<file path="config.mk">
export PLATFORM = sky130hd
export DESIGN_NAME = alu_cmd_sequencer
export DESIGN_NICKNAME = d
export VERILOG_FILES = /design/src/rtl/alu_cmd_sequencer.sv
export SDC_FILE = /design/constraint.sdc
export NUM_CORES = 1
export LEC_CHECK = 0
export ABC_AREA = 1
export BUFFER_PORTS_ARGS = -buffer_cell sky130_fd_sc_hd__buf_4
export CAP_MARGIN = 20
export CORE_MARGIN = 8
export CORE_UTILIZATION = 40
export CTS_BUF_LIST = sky130_fd_sc_hd__clkbuf_4 sky130_fd_sc_hd__clkbuf_8
export CTS_CLUSTER_SIZE = 10
export DETAILED_ROUTE_END_ITERATION = 6
export HOLD_SLACK_MARGIN = 0.03
export PLACE_DENSITY = 0.71
export RECOVER_POWER = 50
export REMOVE_ABC_BUFFERS = 1
export SYNTH_ARGS = -nofsm -noshare
export SYNTH_HDL_FRONTEND = slang
export SYNTH_SLANG_ARGS = --single-unit
</file>
<file path="constraint.sdc">
create_clock -name clk -period 1.1 [get_ports clk]
set_input_delay 0.11 -clock clk [delete_from_list [all_inputs] [get_ports clk]]
set_output_delay 0.11 -clock clk [all_outputs]
set_load 0.05 [all_outputs]
</file>
<file path="src/rtl/alu_cmd_sequencer.sv">
// Command front-end for a combinational ALU: accepts op commands, runs them N times, returns result/flags.
// Latency N+1 cycles from accept to rsp_valid; rsp_ready low holds the block in RESP with outputs frozen.
module alu_cmd_sequencer #(
    parameter int BUS_SIZE = 8,
    parameter int SHAMT_W  = 3,
    parameter int ITER_W   = 4
) (
    input  logic                clk,
    input  logic                rst_n,
    input  logic                cmd_valid,
    output logic                cmd_ready,
    input  logic [2:0]          cmd_op,
    input  logic [BUS_SIZE-1:0] cmd_a,
    input  logic [BUS_SIZE-1:0] cmd_b,
    input  logic [SHAMT_W-1:0]  cmd_shamt,
    input  logic                cmd_use_acc,
    input  logic [ITER_W-1:0]   cmd_iter,
    output logic [BUS_SIZE-1:0] alu_a,
    output logic [BUS_SIZE-1:0] alu_b,
    output logic [2:0]          alu_select,
    output logic [SHAMT_W-1:0]  alu_shamt,
    input  logic [BUS_SIZE-1:0] alu_s,
    input  logic [3:0]          alu_flags,
    output logic                rsp_valid,
    input  logic                rsp_ready,
    output logic [BUS_SIZE-1:0] rsp_result,
    output logic [3:0]          rsp_flags,
    output logic [3:0]          rsp_sticky,
    output logic                busy
);

    typedef enum logic [1:0] {
        S_IDLE = 2'd0,
        S_EXEC = 2'd1,
        S_RESP = 2'd2
    } state_t;

    state_t              r_state;
    logic [BUS_SIZE-1:0] r_a;
    logic [BUS_SIZE-1:0] r_b;
    logic [2:0]          r_op;
    logic [SHAMT_W-1:0]  r_shamt;
    logic [BUS_SIZE-1:0] r_acc;
    logic [ITER_W-1:0]   r_rem;
    logic [BUS_SIZE-1:0] r_result;
    logic [3:0]          r_flags;
    logic [3:0]          r_sticky;
    logic                r_cmd_ready;
    logic                r_rsp_valid;
    logic                r_busy;

    logic [ITER_W-1:0]   w_iter_eff;

    // A zero iteration count still runs the op once.
    assign w_iter_eff = (cmd_iter == '0) ? ITER_W'(1) : cmd_iter;

    always_ff @(posedge clk) begin
        if (!rst_n) begin
            r_state     <= S_IDLE;
            r_a         <= '0;
            r_b         <= '0;
            r_op        <= '0;
            r_shamt     <= '0;
            r_acc       <= '0;
            r_rem       <= '0;
            r_result    <= '0;
            r_flags     <= '0;
            r_sticky    <= '0;
            r_cmd_ready <= 1'b1;
            r_rsp_valid <= 1'b0;
            r_busy      <= 1'b0;
        end else begin
            case (r_state)
                S_IDLE: begin
                    if (cmd_valid) begin
                        r_op        <= cmd_op;
                        r_b         <= cmd_b;
                        r_shamt     <= cmd_shamt;
                        r_a         <= cmd_use_acc ? r_acc : cmd_a;
                        r_rem       <= w_iter_eff;
                        r_sticky    <= '0;
                        r_state     <= S_EXEC;
                        r_cmd_ready <= 1'b0;
                        r_busy      <= 1'b1;
                    end
                end
                S_EXEC: begin
                    r_result <= alu_s;
                    r_flags  <= alu_flags;
                    r_sticky <= r_sticky | alu_flags;
                    r_acc    <= alu_s;
                    r_rem    <= r_rem - ITER_W'(1);
                    if (r_rem == ITER_W'(1)) begin
                        r_state     <= S_RESP;
                        r_rsp_valid <= 1'b1;
                    end else begin
                        r_a <= alu_s;
                    end
                end
                S_RESP: begin
                    // Bubble: IDLE is entered with cmd_ready rising only after the handshake edge.
                    if (rsp_ready) begin
                        r_state     <= S_IDLE;
                        r_rsp_valid <= 1'b0;
                        r_cmd_ready <= 1'b1;
                        r_busy      <= 1'b0;
                    end
                end
                default: begin
                    r_state     <= S_IDLE;
                    r_rsp_valid <= 1'b0;
                    r_cmd_ready <= 1'b1;
                    r_busy      <= 1'b0;
                end
            endcase
        end
    end

    assign cmd_ready  = r_cmd_ready;
    assign rsp_valid  = r_rsp_valid;
    assign busy       = r_busy;
    assign alu_a      = r_a;
    assign alu_b      = r_b;
    assign alu_select = r_op;
    assign alu_shamt  = r_shamt;
    assign rsp_result = r_result;
    assign rsp_flags  = r_flags;
    assign rsp_sticky = r_sticky;

endmodule

</file>
==> metrics.md <==
| Metric | Value |
|---|---|
| Io pins | 84 |
| Dpl hpwl | 4.169 mm |
| Max Cap Viol | 0 |
| Nets | 437 |
| Failing checks | setup timing |
| Initial DRC Count | 136 |
| Synth warnings | 0 |
| Fin. Hold Viols | 0 |
| First drt pass iteration count | 4 |
| Die Span Y | 87.49 um |
| R2R setup slack | -0.11 ns |
| R2r worst-path depth | 6 |
| Leakage | 1.541 nW |
| Htree depth | 2 |
| Clock Latency Late Sink | 0.31 ns |
| Kind of critical path | register to register |
| Reg-to-reg critical path endpoint | alu_a[5]$_SDFFE_PN0P_ |
| First-pass GRT wire length | 9.232 mm |
| FF+latch count, synth | 47 |
| Synthesized instance count | 293 |
| Hold Path Sink | alu_b[7]$_SDFFE_PN0P_ |
| Initial core utilization | 40.81% |
| Total grt overflow | 0 |
| Vias in the first global route | 2,011 |
| Final setup TNS | -0.7232 ns |
| Worst path max stage delay | 0.33 ns |
| Cell variety after synth | 21 |
| Slew Limit Fails | 0 |
| Hold buffer count at CTS | 0 |
| Sequential element share of the synthesized area | 46.02% |
| Arrival time at the worst endpoint | 1.45 ns |
| Commonest non-fill, non-tap cell in the layout | buf_4 |
| Worst slew pin tran | 0.3108 ns |
| Outcome | complete, but fails checks |
| Final clock skew | 0.006798 ns |
| Worst-path cell chain | inv_2 -> ha_4 -> nand3_4 -> a21oi_4 -> nor2_1 -> nor2_1 |
| WL final | 6.340 mm |
| Final setup fails | 15 |
| Max-slew headroom | 79.14% |
| Std-Cell Rows | 26 |
| Top Family by Delay on Critical Path | simple AND/OR/NAND/NOR gates |
| Crit-path max FO | 4 |
| Vias | 2,169 |
| Tmin final | 1.208 ns |
| VDD IR-drop max | 0.0008255 V |
| F_max | 828.0 MHz |
| Pwr/cell area | 1531 nW/um2 |
| Die area | 7655 um2 |
| Core Region | 5010 um2 |
| RSZ-0062 raised after global routing | true |
| CTS tree | yes |
| RePlAce Congestion | 0.8195 |
| Slowest CP cell | dfxtp_2 |
| Largest net degree at the start of global routing | 18 |
| Buffer and inverter count on the worst path | 1 |
| Min-delay src | cmd_b[7] |
| CTS Buf Count | 5 |
| Worst EP required | 1.34 ns |
| Root Buffer | clkbuf_8 |
| Layout cell share with drive strength beyond 1 | 41.98% |
| Max Root-Sink Buffers | 2 |
| Post-Syn Area | 2044 um2 |
| Gr usage total | 15.32% |
| Final worst path period share | 109.8% |
| Worst min path class | input pin to register |
| Worst-path clk slew | 0.09 ns |
| Die Wd | 87.49 um |
| Antenna-violating nets left | 0 |
| Crit end category | register |
| Number of vias per cell | 4.685 |
| Reg-to-Reg Start | r_rem[1]$_SDFFE_PN0P_ |
| Remaining DRCs | 0 |
| Layout area overhead | 55.57% |
| Most used cell, CP | nor2_1 |
| Mean post-synth cell area | 6.978 um2 |
| Worst Hold Depth | 3 |
| Setup ws final | -0.1077 ns |
| Min Hold Slack | 0.03799 ns |
| # diodes | 0 |
| Initial antenna violation count | 0 |
| Drt wl/cell | 13.69 um |
| Port Buffers | 83 |
| Critical path startpoint category | register |
| Clk sink count | 47 |
| Most frequent cells in the layout | 70 x buf_4, 56 x nand2_1, 49 x nor2_1 |
worst max path at each step:
| stage | start | endpoint | slack, ns | depth (start not counted) |
|---|---|---|---|---|
| after global routing | r_state[0]$_SDFFE_PN0P_ | alu_a[5]$_SDFFE_PN0P_ | -0.15 | 7 |
| after global placement | r_rem[1]$_SDFFE_PN0P_ | alu_a[7]$_SDFFE_PN0P_ | -0.1 | 6 |
| after detailed placement | r_rem[1]$_SDFFE_PN0P_ | alu_a[7]$_SDFFE_PN0P_ | -0.14 | 6 |
| after CTS | r_state[1]$_SDFFE_PN0P_ | alu_a[2]$_SDFFE_PN0P_ | -0.04 | 7 |
| final | r_rem[1]$_SDFFE_PN0P_ | alu_a[5]$_SDFFE_PN0P_ | -0.11 | 6 |
| after floorplan | r_state[0]$_SDFFE_PN0P_ | r_rem[2]$_SDFFE_PN0P_ | -0.25 | 7 |
cell families (layout without fill, tap and decap cells):
| family | Yosys count | after routing | share of synthesized area, % |
|---|---|---|---|
| compound gates | 39 | 40 | 10.10 |
| fa+ha+maj | 2 | 2 | 1.224 |
| buf+inv | 48 | 147 | 10.04 |
| flops | 47 | 47 | 46.02 |
| simple gates | 157 | 157 | 32.62 |
sequential cells by signal, summed over array words and instances, names as in the netlist:
| signal | count |
|---|---|
| rsp_result | 8 |
| alu_shamt | 3 |
| rsp_flags | 4 |
| rsp_sticky | 4 |
| alu_select | 3 |
| alu_a | 8 |
| alu_b | 8 |
| busy | 1 |
| cmd_ready | 1 |
| r_rem | 4 |
| r_state | 2 |
| rsp_valid | 1 |
tightest hold or removal path, delay by kind of cell:
| kind | cells | cell delay, ns |
|---|---|---|
| compound gates | 1 | 0.05 |
| buf+inv | 1 | 0.08 |
| simple gates | 1 | 0.07 |
per-stage QoR:
step / power [W] / utilization (%) / setup slack (ns) / std cells / cell area, um2
6_report: 0.004870 / 63.49 / -0.1077 / 463 / 3181
5_1_grt: 0.005133 / 63.49 / -0.1472 / 463 / 3181
4_1_cts: 0.004803 / 61.14 / -0.03989 / 461 / 3063
3_5_place_dp: 0.003569 / 56.74 / -0.1431 / 450 / 2843
3_3_place_gp: 0.003551 / 56.74 / -0.09636 / 450 / 2843
2_1_floorplan: 0.002955 / - / -0.2543 / 281 / 1974
cell type report:
| class | instances | area, um2 |
|---|---|---|
| clock inverters | 1 | 8.758 |
| inverters | 36 | 147.6 |
| clock buffers | 7 | 90.09 |
| multi-input cells | 199 | 1077 |
| fillers | 472 | 1829 |
| well taps | 70 | 87.58 |
| flip-flops and latches | 47 | 953.4 |
| repair buffers | 103 | 815.8 |
layer usage:
| layer | part of all wire, % | routed length, um | track usage, % |
|---|---|---|---|
| met5 | 0 | 0 | 0 |
| met4 | 1.1 | 68 | 5.469 |
| met1 | 40 | 2537 | 16.66 |
| met3 | 8.4 | 530 | 6.604 |
| met2 | 51 | 3204 | 25.76 |
power breakdown:
group          internal, W  switching [W]  total [W]
Sequential         0.00186       0.000103    0.00197
Clock             0.000540       0.000582    0.00112
Combinational     0.000659        0.00112    0.00178
Total              0.00306        0.00181    0.00487
synthesized netlist by cell type:
cell type,n,area (um2)
nand2_1,68,255.2
nor2_1,50,187.7
dfxtp_1,47,940.9
inv_1,34,127.6
nand3_1,25,125.1
a21oi_1,21,105.1
o21ai_0,17,85.08
or2_2,8,50.05
buf_2,5,25.02
buf_4,3,22.52
clkbuf_1,2,7.510
ha_1,2,25.02
nand2_4,2,22.52
nor2_2,2,12.51
a21oi_4,1,16.27
buf_1,1,3.750
buf_6,1,11.26
clkinv_1,1,3.750
inv_2,1,3.750
nand3b_1,1,7.510
nand4_1,1,6.260
timing repair:
| action | in CTS | in global routing |
|---|---|---|
| pin swaps | 5 | 24 |
| gates cloned | 2 | 2 |
| endpoints found under the setup margin | 29 | 44 |
| buffers inserted | 1 | 1 |
| hold endpoints to repair | 0 | 0 |
| gates resized for setup | 21 | 53 |
Power figures use the tool's default switching activity.
